[src/rtl/fpu16_seq_ctrl.sv]
// fpu16_seq_ctrl: issue/sequencing controller in front of the fpu16 datapath.
// Accepts one FP16 op at a time, holds operands/op stable at the FPU inputs,
// pulses fpuStart for multiplies and waits for fpuMulDone, then presents a
// frozen response and keeps a sticky accumulated status-flag register.
// Optional build macro: FPU_SEQ_TIMEOUT_EN enables the MUL_WAIT watchdog.
//
// Handshakes (both channels): a transfer happens on a rising clock edge where
// valid and ready are both 1. The controller keeps resp_valid and all resp_*
// data stable until that edge; req_ready is 1 only in IDLE, so req_* values
// are sampled only on the accepting edge.
module fpu16_seq_ctrl #(
   parameter int MUL_TIMEOUT = 64
) (
   input  logic        clock,
   input  logic        reset,
   input  logic        req_valid,
   output logic        req_ready,
   input  logic [1:0]  req_op,
   input  logic [15:0] req_in1,
   input  logic [15:0] req_in2,
   output logic        resp_valid,
   input  logic        resp_ready,
   output logic [15:0] resp_out,
   output logic [3:0]  resp_cond,
   output logic [4:0]  resp_status,
   output logic [2:0]  resp_comps,
   output logic        resp_timeout,
   output logic [4:0]  fflags,
   input  logic        fflags_clr,
   output logic        busy,
   output logic [15:0] fpuIn1,
   output logic [15:0] fpuIn2,
   output logic [1:0]  fpuOp,
   output logic        fpuStart,
   input  logic [15:0] fpuOut,
   input  logic        fpuMulDone,
   input  logic [3:0]  fpuCondCodes,
   input  logic [4:0]  fpuStatusFlags,
   input  logic [2:0]  fpuComps,
   output logic [2:0]  dbgState
);

   localparam logic [1:0] OP_MUL = 2'd2;

   typedef enum logic [2:0] {
      IDLE      = 3'd0,
      EXEC      = 3'd1,
      MUL_START = 3'd2,
      MUL_WAIT  = 3'd3,
      RESP      = 3'd4
   } seqState_t;

   seqState_t state, nextState;
   logic       accept;
   logic       capture;
   logic       timeoutFire;
   logic [4:0] capStatus;

   assign dbgState = state;
   assign accept   = (state == IDLE) && req_valid;

`ifdef FPU_SEQ_TIMEOUT_EN
   localparam int CW = $clog2(MUL_TIMEOUT) + 1;
   logic [CW-1:0] waitCnt;
   logic          respTimeoutQ;

   // Watchdog fires on the last allowed MUL_WAIT cycle; a real done wins.
   assign timeoutFire = (state == MUL_WAIT) && !fpuMulDone &&
                        (waitCnt == CW'(MUL_TIMEOUT - 1));

   // MUL_WAIT cycle counter, restarted on every multiply launch.
   always_ff @(posedge clock) begin
      if (!reset)
         waitCnt <= '0;
      else if (state == MUL_START)
         waitCnt <= '0;
      else if ((state == MUL_WAIT) && !fpuMulDone && !timeoutFire)
         waitCnt <= waitCnt + 1'b1;
   end

   // Marks responses synthesised by the watchdog.
   always_ff @(posedge clock) begin
      if (!reset)
         respTimeoutQ <= 1'b0;
      else if (capture)
         respTimeoutQ <= timeoutFire;
   end

   assign resp_timeout = respTimeoutQ;
`else
   assign timeoutFire  = 1'b0;
   assign resp_timeout = 1'b0;
`endif

   // State register.
   always_ff @(posedge clock) begin
      if (!reset)
         state <= IDLE;
      else
         state <= nextState;
   end

   // Next-state logic.
   always_comb begin
      nextState = state;
      case (state)
         IDLE:      if (req_valid) nextState = (req_op == OP_MUL) ? MUL_START : EXEC;
         EXEC:      nextState = RESP;
         MUL_START: nextState = MUL_WAIT;
         MUL_WAIT:  if (fpuMulDone || timeoutFire) nextState = RESP;
         RESP:      if (resp_ready) nextState = IDLE;
         default:   nextState = IDLE;
      endcase
   end

   // State-decoded outputs and the capture strobe.
   always_comb begin
      req_ready  = (state == IDLE);
      resp_valid = (state == RESP);
      fpuStart   = (state == MUL_START);
      busy       = (state != IDLE);
      capture    = (state == EXEC) ||
                   ((state == MUL_WAIT) && (fpuMulDone || timeoutFire));
   end

   assign capStatus = timeoutFire ? 5'b10000 : fpuStatusFlags;

   // Registered request: drives the FPU inputs, changes only on acceptance.
   always_ff @(posedge clock) begin
      if (!reset) begin
         fpuIn1 <= '0;
         fpuIn2 <= '0;
         fpuOp  <= '0;
      end else if (accept) begin
         fpuIn1 <= req_in1;
         fpuIn2 <= req_in2;
         fpuOp  <= req_op;
      end
   end

   // Response registers: loaded in the capture cycle, frozen in RESP.
   always_ff @(posedge clock) begin
      if (!reset) begin
         resp_out    <= '0;
         resp_cond   <= '0;
         resp_status <= '0;
         resp_comps  <= '0;
      end else if (capture) begin
         if (timeoutFire) begin
            resp_out    <= 16'h7E00;
            resp_cond   <= '0;
            resp_status <= 5'b10000;
            resp_comps  <= '0;
         end else begin
            resp_out    <= fpuOut;
            resp_cond   <= fpuCondCodes;
            resp_status <= fpuStatusFlags;
            resp_comps  <= fpuComps;
         end
      end
   end

   // Sticky flags: a clear coinciding with a capture keeps the new bits.
   always_ff @(posedge clock) begin
      if (!reset)
         fflags <= '0;
      else if (capture)
         fflags <= (fflags_clr ? 5'b00000 : fflags) | capStatus;
      else if (fflags_clr)
         fflags <= '0;
   end

endmodule

[config.mk]
export PLATFORM = sky130hd
export DESIGN_NAME = fpu16_seq_ctrl
export DESIGN_NICKNAME = d
export VERILOG_FILES = /design/src/rtl/fpu16_seq_ctrl.sv
export SDC_FILE = /design/constraint.sdc
export NUM_CORES = 1
export LEC_CHECK = 0
export BUFFER_PORTS_ARGS = -buffer_cell sky130_fd_sc_hd__buf_2
export CORE_ASPECT_RATIO = 1.2
export CORE_MARGIN = 4
export CORE_UTILIZATION = 30
export CTS_CLUSTER_SIZE = 40
export DETAILED_ROUTE_END_ITERATION = 12
export PLACE_DENSITY_LB_ADDON = 0.2
export SKIP_LAST_GASP = 1
export SYNTH_ARGS = -nofsm -noshare
export SYNTH_HDL_FRONTEND = slang
export SYNTH_SLANG_ARGS = --single-unit
[constraint.sdc]
create_clock -name clock -period 1.5 [get_ports clock]
set_clock_uncertainty 0.2 [all_clocks]
set_input_delay 0.15 -clock clock [delete_from_list [all_inputs] [get_ports clock]]
set_output_delay 0.15 -clock clock [all_outputs]
set_load 0.05 [all_outputs]
* Word level (Yosys, flattened, before mapping)
Cells that the tools add are included.
Word-level totals: register bits after elaboration 70, input port bits 68, output and inout port bits 75, word-level logic and storage cells 31
Cells by class: equal/unequal tests 8, multiplexer cells 7, bitwise gates (word level) 1, reductions and logical operators 6
Operator list (count):
- case mux 3 bit (5 select lines) | 1
- 2-to-1 mux 5 bit | 2
- 2-to-1 mux 3 bit | 3
- equality test 3 x 2 -> 1 bit, second input constant | 2
- OR 5 bit | 1
- inequality test 2 bit, second input constant | 2
- equality test 3 x 1 -> 1 bit, second input constant | 1
- equality test 3 bit, second input constant | 1
- zero test 3 bit | 1
- AND reduction 3 bit | 1
- nonzero test 3 bit | 1
- equality test 2 bit, second input constant | 1
- logical AND 1 bit | 2
- 2-to-1 mux 2 bit | 1
- inequality test 2 x 1 -> 1 bit, second input constant | 1
- logical OR 1 bit | 1

* Depth between registers and ports, before layout
Gate-level depths: netlist of the first run.
depth in word-level cells 4, depth in mapped cells 5, gate-level depth less buffers 3

* Worst setup path before layout of the first run
OpenSTA, ideal clock, no wires.
path kind register -> output, start reg state[2] (netlist: dbgState[2]), end out busy, arrival time 2351 ps, required time 1150 ps, path slack -1201 ps, stages on the path, launching flop included 3, path buffers 0, cells stage by stage dfxtp_1 -> nor3_1 -> inv_1
On the way: cells in the longest elaborated chain, start to end 1
RTL lines:
- from (decl) | RTL line 53 | seqState_t state, nextState;
- from (signal assigned) | RTL line 100 | state <= nextState;
- nonzero test 3 bit | RTL line 121 | busy = (state != IDLE);
- to (decl) | RTL line 30 | output logic busy,
No other way between the ends.

* Final worst setup path of the first run
start reg state[2] (netlist: dbgState[2]), end reg fpuIn2[13]
On the way: cells in the longest elaborated chain, start to end 2
RTL lines:
- zero test 3 bit | RTL line 60 | assign accept = (state == IDLE) && req_valid;
- logical AND 1 bit | RTL line 60
- to (signal assigned) | RTL line 136 | fpuIn2 <= req_in2;
- to (decl) | RTL line 32 | output logic [15:0] fpuIn2,
No other way between the ends. A chain may end at the register's enable or synchronous reset.

==> key figures, run 1 <==
Run status
  • Status: finished with violations
  • Violated checks: setup timing

Route
  • DRT antenna net count: 0
  • Drt first-iter violations: 97
  • Routed len/inst: 13.7 µm
  • Total number of vias: 2935
  • Vias per cell: about 4.5
  • DR pass1 iterations: 4
  • Routed WL: 9000 µm
  • # DRC: 0

STA
  • Achievable Freq: 0.590 GHz
  • Total Negative Setup Slacks: -5640 ps
  • Setup ws final: -194 ps
  • Fin. Hold Viols: 0
  • RSZ-0062 raised after global routing: yes
  • Final min period: about 1700 ps
  • Slew Limit Fails: 0
  • Final setup viols: 40
  • Tcrit/Tclk final: 113%

Placed design
  • HPWL Detailed: slightly above 5000 µm
  • Placer congestion estimate: a little under 0.7
  • Port Buffers: around 140
  • Placed cell areas: 3590 µm²

Global routing
  • Largest net degree at the start of global routing: 69
  • Number of global-route vias before repair: 2741
  • Initial antenna violation count: 0
  • First-pass GRT wire length: 12900 µm
  • Gr usage total: 15.2%
  • Total grt overflow: 0

Floorplanning
  • CORE AREA: a little under 9000 µm²
  • DIE AREA: 10700 µm²
  • Num rows: 37
  • Initial Util: 31.3%
  • Width of the die: 94.9 µm
  • Vert. Die Dim: 112 µm
  • I/O pin cnt: 143

Worst setup path
  • CP Cell Sequence: buf_4, nor4b_4, buf_6, clkbuf_16, o21ai_0
  • Crit path max fanout: 8
  • Worst path slowest cell: dfxtp_4
  • Startpoint Class: register
  • Critical Path RT: 1520 ps
  • Max incr delay on CP: roughly 360 ps
  • Crit Path Class: register to register
  • Arrival time at the worst endpoint: around 1700 ps
  • CP Buf/Inv Count: 3
  • Reg2Reg Setup Slack: -190 ps
  • Worst setup EP type: register
  • Top Family by Delay on Critical Path: buffers and inverters

Clock tree
  • Clock-pin slew on the worst setup and hold paths: ~70 ps
  • Clk_lat worst skew: ~340 ps
  • Clock sinks: 70
  • Cts bufs inserted: 9
  • H-tree Lvls: 3
  • Clk buf depth: 2
  • CTS tree: built
  • Root Driver: clkbuf_8

Final layout
  • Final net count: 602
  • Ant. Diodes: 0
  • Area grow syn2layout: 77.6%
  • Post-route design area: 4830 µm²
  • Fillers: roughly 800
  • Share of layout cells above drive strength 1: 36.2%

Yosys
  • Number of flops mapped to enable cells by yosys: 0
  • Synth Flop Type: dfxtp_1
  • Seq cells post-synth: 70
  • Cell variety after synth: 29
  • Syn avg cell area: 8.72 µm²
  • Share of the yosys chip area belonging to registers: around 50%
  • Yosys Warn Count: 0
  • Cell Area, Synth: roughly 2700 µm²
  • Mapped Nets: 380
  • Ys async rst share: 0%
  • Post-synthesis cell count: 312

Power
  • Leak Pwr: 0.00224 µW
  • VDD IR max: 0.000554 V
  • Total power divided by cell area: 1090 nW/µm²

Min path
  • Hold WC Path Type: register to register

Run
  • Max Cap Viol: 0
final timing paths:
kind / startpoint / endpoint / depth (start not counted)
min: fpuIn2[9] / fpuIn2[9] / 2
max reg2reg: dbgState[2] / fpuIn2[13] / 5
max: dbgState[2] / fpuIn2[13] / 5
min reg2reg: fpuIn2[9] / fpuIn2[9] / 2
Yosys cell counts (2+ instances only):
| cell type | count | area share [%] |
|---|---|---|
| clkbuf_1 | 11 | 1.5 |
| nand3_1 | 34 | 6.3 |
| nand3b_1 | 5 | 1.4 |
| buf_6 | 3 | 1.2 |
| dfxtp_1 | 70 | 52 |
| buf_4 | 2 | 0.55 |
| o21ai_0 | 36 | 6.6 |
| nand2_1 | 90 | 12 |
| buf_2 | 8 | 1.5 |
| nor3b_1 | 2 | 0.55 |
| mux2i_1 | 23 | 8.5 |
| nand4_1 | 5 | 1.1 |
| buf_12 | 2 | 1.5 |
| nor2_1 | 2 | 0.28 |
| inv_1 | 2 | 0.28 |
| nand2b_1 | 2 | 0.46 |
| o21ai_1 | 3 | 0.55 |
logic make-up (layout without fill, tap and decap cells):
group	count (synthesis)	count (layout)	synth area share (%)
simple gates	147	147	25.2
flops	70	70	51.5
compound gates	43	43	8.14
buf+inv	28	255	6.53
mux	23	23	8.46
other cells	1	1	0.138
placed cells by master, fill, tap and decap left out, types with 2 or more instances in the layout:
| cell type | instances |
|---|---|
| inv_1 | 2 |
| dlygate4sd3_1 | 67 |
| bufinv_16 | 2 |
| nand3_1 | 34 |
| dfxtp_4 | 3 |
| nand2_1 | 90 |
| nor2_1 | 2 |
| clkbuf_8 | 12 |
| buf_4 | 9 |
| o21ai_0 | 21 |
| mux2i_1 | 23 |
| o21ai_1 | 18 |
| nor3b_4 | 2 |
| buf_6 | 11 |
| buf_2 | 135 |
| dfxtp_1 | 67 |
| nand2b_1 | 2 |
| nand4_1 | 5 |
| clkbuf_16 | 7 |
| nand3b_1 | 5 |
| buf_12 | 6 |
where the power goes:
part	switching, µW	internal, µW
sequential	68.9	1980
clock	680	1070
combinational	887	577
total	1640	3630
through the flow:
stage          power (µW)  cells  util, %  setup slack (ps)  hold WS, ps
2_1_floorplan        2910    312        -              -158         80.4
3_3_place_gp         3190    554     41.2              77.2          163
3_5_place_dp         3210    554     41.2              14.8          172
4_1_cts              5150    642     52.4              -175          253
5_1_grt              5520    656     55.5              -273          269
6_report             5270    656     55.5              -194          244
routing by layer:
layer	vias to the layer above	wire (µm)	global-route usage, %
met5	-	0	0
met4	0	106	5.49
met3	11	822	6.23
met2	116	4240	23.4
met1	1322	3840	18.9
li1	1486	-	-
worst reg2reg max path, cell delays in order (launching register included):
cell and delay, ps:
dfxtp_4 360, buf_4 150, nor4b_4 360, buf_6 230, clkbuf_16 180, o21ai_0 100
cell type report:
class / instances / area, µm² / share of cell area (%)
clock inverter: 3 / 65.1 / 1.35
sequential: 70 / 1410 / 29.2
clock buffer: 13 / 169 / 3.50
inverter: 2 / 7.51 / 0.155
timing repair buffer: 237 / 1860 / 38.4
multi-input combinational: 214 / 1170 / 24.3
tap: 117 / 146 / 3.03
registers in the layout, indices dropped and copies added (netlist names):
register and count:
dbgState 3, fpuIn2 16, resp_out 16, fpuOp 2, fflags 5, resp_cond 4
resp_status 5, fpuIn1 16, resp_comps 3
repair_timing:
action / in CTS / in global routing
cloned: 0 / 10
endpoints found under the hold margin: 70 / 0
gates resized for setup: 9 / 27
buffers inserted: 5 / 4
hold buffers: 67 / 0
pin swaps: 1 / 2
setup endpoints to repair: 4 / 65
No activity file was read; power rests on OpenSTA's default activity.
==> run 2, diff against run 1 <==
Clock period 1.5 ns to 1.45 ns, I/O delays scaled along.
==> run 2 against run 1 <==
The flow still finishes with violations (setup timing). Register-to-register slack better by 40 ps. Sequential power rose by 4%. Fmax rose by 5.7%. Final cell count rose by 1.5%. Count of clock-buffer cells in the layout shrank 1. Sequential share of layout area decreased by 2.1 points. Hold slack lost 220 ps. Critical path type unchanged. Critical endpoint is now fpuIn2[9].
==> key figures, run 2 (synthesized netlist as in run 1, its figures left out) <==
Global routing
  • Total grt overflow: 0 (unchanged)
  • Initial antenna violation count: 0 (unchanged)
  • First-pass GRT wire length: 15000 µm (+16%)
  • Largest net degree at the start of global routing: 53 (-23%)
  • Number of global-route vias before repair: 3040 (+11%)
  • Gr usage total: 17.9% (+2.7 points)

Clock tree
  • Clk_lat worst skew: 340 ps (about the same)
  • Clk buf depth: 2 (unchanged)
  • Cts bufs inserted: 9 (unchanged)
  • H-tree Lvls: 3 (unchanged)
  • Root Driver: clkbuf_8
  • Clock-pin slew on the worst setup and hold paths: 80 ps (about the same)
  • Clock sinks: 70 (unchanged)
  • CTS tree: built

STA
  • Final setup viols: 44 (+10%)
  • Total Negative Setup Slacks: -4140 ps (+1500 ps)
  • RSZ-0062 raised after global routing: yes
  • Fin. Hold Viols: 0 (unchanged)
  • Slew Limit Fails: 0 (unchanged)
  • Achievable Freq: 0.624 GHz (+5.7%)
  • Setup ws final: -153 ps (+41.3 ps)
  • Final min period: 1600 ps (-91.3 ps)
  • Tcrit/Tclk final: 111% (-2.4 points)

Worst setup path
  • Arrival time at the worst endpoint: 1640 ps (-80 ps)
  • Startpoint Class: register
  • Worst setup EP type: register
  • Stages on the worst setup path: 7 (+2)
  • Crit path max fanout: 8 (unchanged)
  • Worst r2r path cells: 7 (+2)
  • CP Buf/Inv Count: 5 (+2)
  • Most Frequent Cell on Critical Path: buf_6
  • Crit Path Class: register to register
  • Max incr delay on CP: 360 ps (about the same)
  • Critical Path RT: 1490 ps (-30 ps)
  • CP Cell Sequence: buf_6, nor4b_4, buf_4, buf_6, buf_12, buf_16, o21ai_1
  • Top Family by Delay on Critical Path: buffers and inverters
  • Worst path slowest cell: dfxtp_4

Route
  • Total number of vias: 3038 (+3.5%)
  • DR pass1 iterations: 4 (unchanged)
  • Drt first-iter violations: 79 (-19%)
  • Routed WL: 10100 µm (+12%)
  • Routed len/inst: 15.1 µm (+10%)
  • # DRC: 0 (unchanged)
  • Vias per cell: 4.56 (+2.0%)
  • DRT antenna net count: 0 (unchanged)

Placed design
  • Setup WS pre-CTS: -44.6 ps (-59.4 ps)
  • Placed cell areas: 3670 µm² (+2.4%)
  • Placer congestion estimate: 0.669 (-1.2%)
  • Port Buffers: 141 (unchanged)
  • HPWL Detailed: 5260 µm (+3.6%)

Floorplanning
  • DIE AREA: 10700 µm² (unchanged)
  • I/O pin cnt: 143 (unchanged)
  • Vert. Die Dim: 112 µm (unchanged)
  • CORE AREA: 8700 µm² (unchanged)
  • Initial Util: 31.3% (unchanged)
  • Width of the die: 94.9 µm (unchanged)
  • Num rows: 37 (unchanged)

Final layout
  • Area grow syn2layout: 91.7%
  • Share of layout cells above drive strength 1: 45.7% (+9.5 points)
  • Commonest non-fill, non-tap cell in the layout: buf_2
  • Registers with the most flip-flops: fpuIn1 (16), fpuIn2 (16), resp_out (16)
  • Final net count: 612 (+1.7%)
  • Ant. Diodes: 0 (unchanged)
  • Post-route design area: 5210 µm² (+7.9%)
  • Commonest non-fill, non-tap cells in the layout: buf_2 (133), nand2_1 (90), dfxtp_1 (67)

Min path
  • Hold Path Cell Cnt: 4 (+2)
  • Hold WC Path Type: input port to register

Power
  • Leak Pwr: 0.00236 µW (+5.4%)
  • Total Power: 5570 µW (+5.6%)
  • VDD IR max: 0.000521 V (-5.9%)
  • Total power divided by cell area: 1070 nW/µm² (-2.1%)

Run status
  • Status: finished with violations
  • Violated checks: setup timing

Run
  • Max Cap Viol: 0 (unchanged)
-- run 2: changes by cell type in the layout (fill, tap and decap cells not counted), moves of 3 or more --
| cell | before | now |
|---|---|---|
| buf_16 | 0 | 6 |
| o21ai_1 | 18 | 21 |
| buf_4 | 9 | 16 |
| nand3_2 | 0 | 27 |
| buf_6 | 11 | 14 |
| o21ai_0 | 21 | 5 |
| o21ai_2 | 0 | 13 |
| nand3_4 | 0 | 3 |
| nand3_1 | 34 | 4 |
-- run 2: path summary, 6_finish.rpt --
check                   start     endpoint  slack, ps
setup reg to reg  dbgState[2]    fpuIn2[9]       -150
hold reg to reg     fpuIn2[6]    fpuIn2[6]        250
hold / removal      req_valid  dbgState[0]         20
setup / recovery  dbgState[2]    fpuIn2[9]       -150
-- run 2: through the flow --
step	std cells	utilization [%]	hold slack [ps]
final	666	59.9	22.0
after global routing	666	59.9	74.1
after CTS	660	57.3	11.5
after detailed placement	558	42.2	166
after global placement	558	42.2	157
after floorplan	312	-	75.4
-- run 2: area by class of cell --
type,count,area [µm²]
fill,737,3490
timing repair buffer,247,2030
sequential,70,1410
multi-input combinational,214,1400
clock buffer,12,166
tap,117,146
clock inverter,4,51.3
inverter,2,7.51
-- run 2: routing by layer --
metal | track usage [%] | up-vias | share of wire, %
met1 | 20.4 | 1396 | 39
met2 | 31.0 | 119 | 52
met3 | 6.37 | 14 | 7.6
met5 | 0 | - | 0
li1 | - | 1509 | -
met4 | 5.49 | 0 | 1.6
-- run 2: worst reg2reg max path, stage by stage, from the launching register on --
cell and delay [ps]:
dfxtp_4 360, buf_6 110, nor4b_4 240, buf_4 180, buf_6 110, buf_12 100, buf_16 120, o21ai_1 70
-- run 2: what timing repair did --
item | in CTS | in global routing
hold endpoints to repair | 70 | 0
setup endpoints to repair | 28 | 60
hold buffers | 66 | 0
gates cloned | 8 | 6
pin swaps | 6 | 17
setup buffers | 12 | 3
resized for setup | 37 | 41
-- run 2: power breakdown --
part | total, µW | switching [µW] | internal, µW
clock | 1690 | 743 | 950
combinational | 1750 | 1020 | 731
sequential | 2130 | 73.1 | 2050
total | 5570 | 1830 | 3730
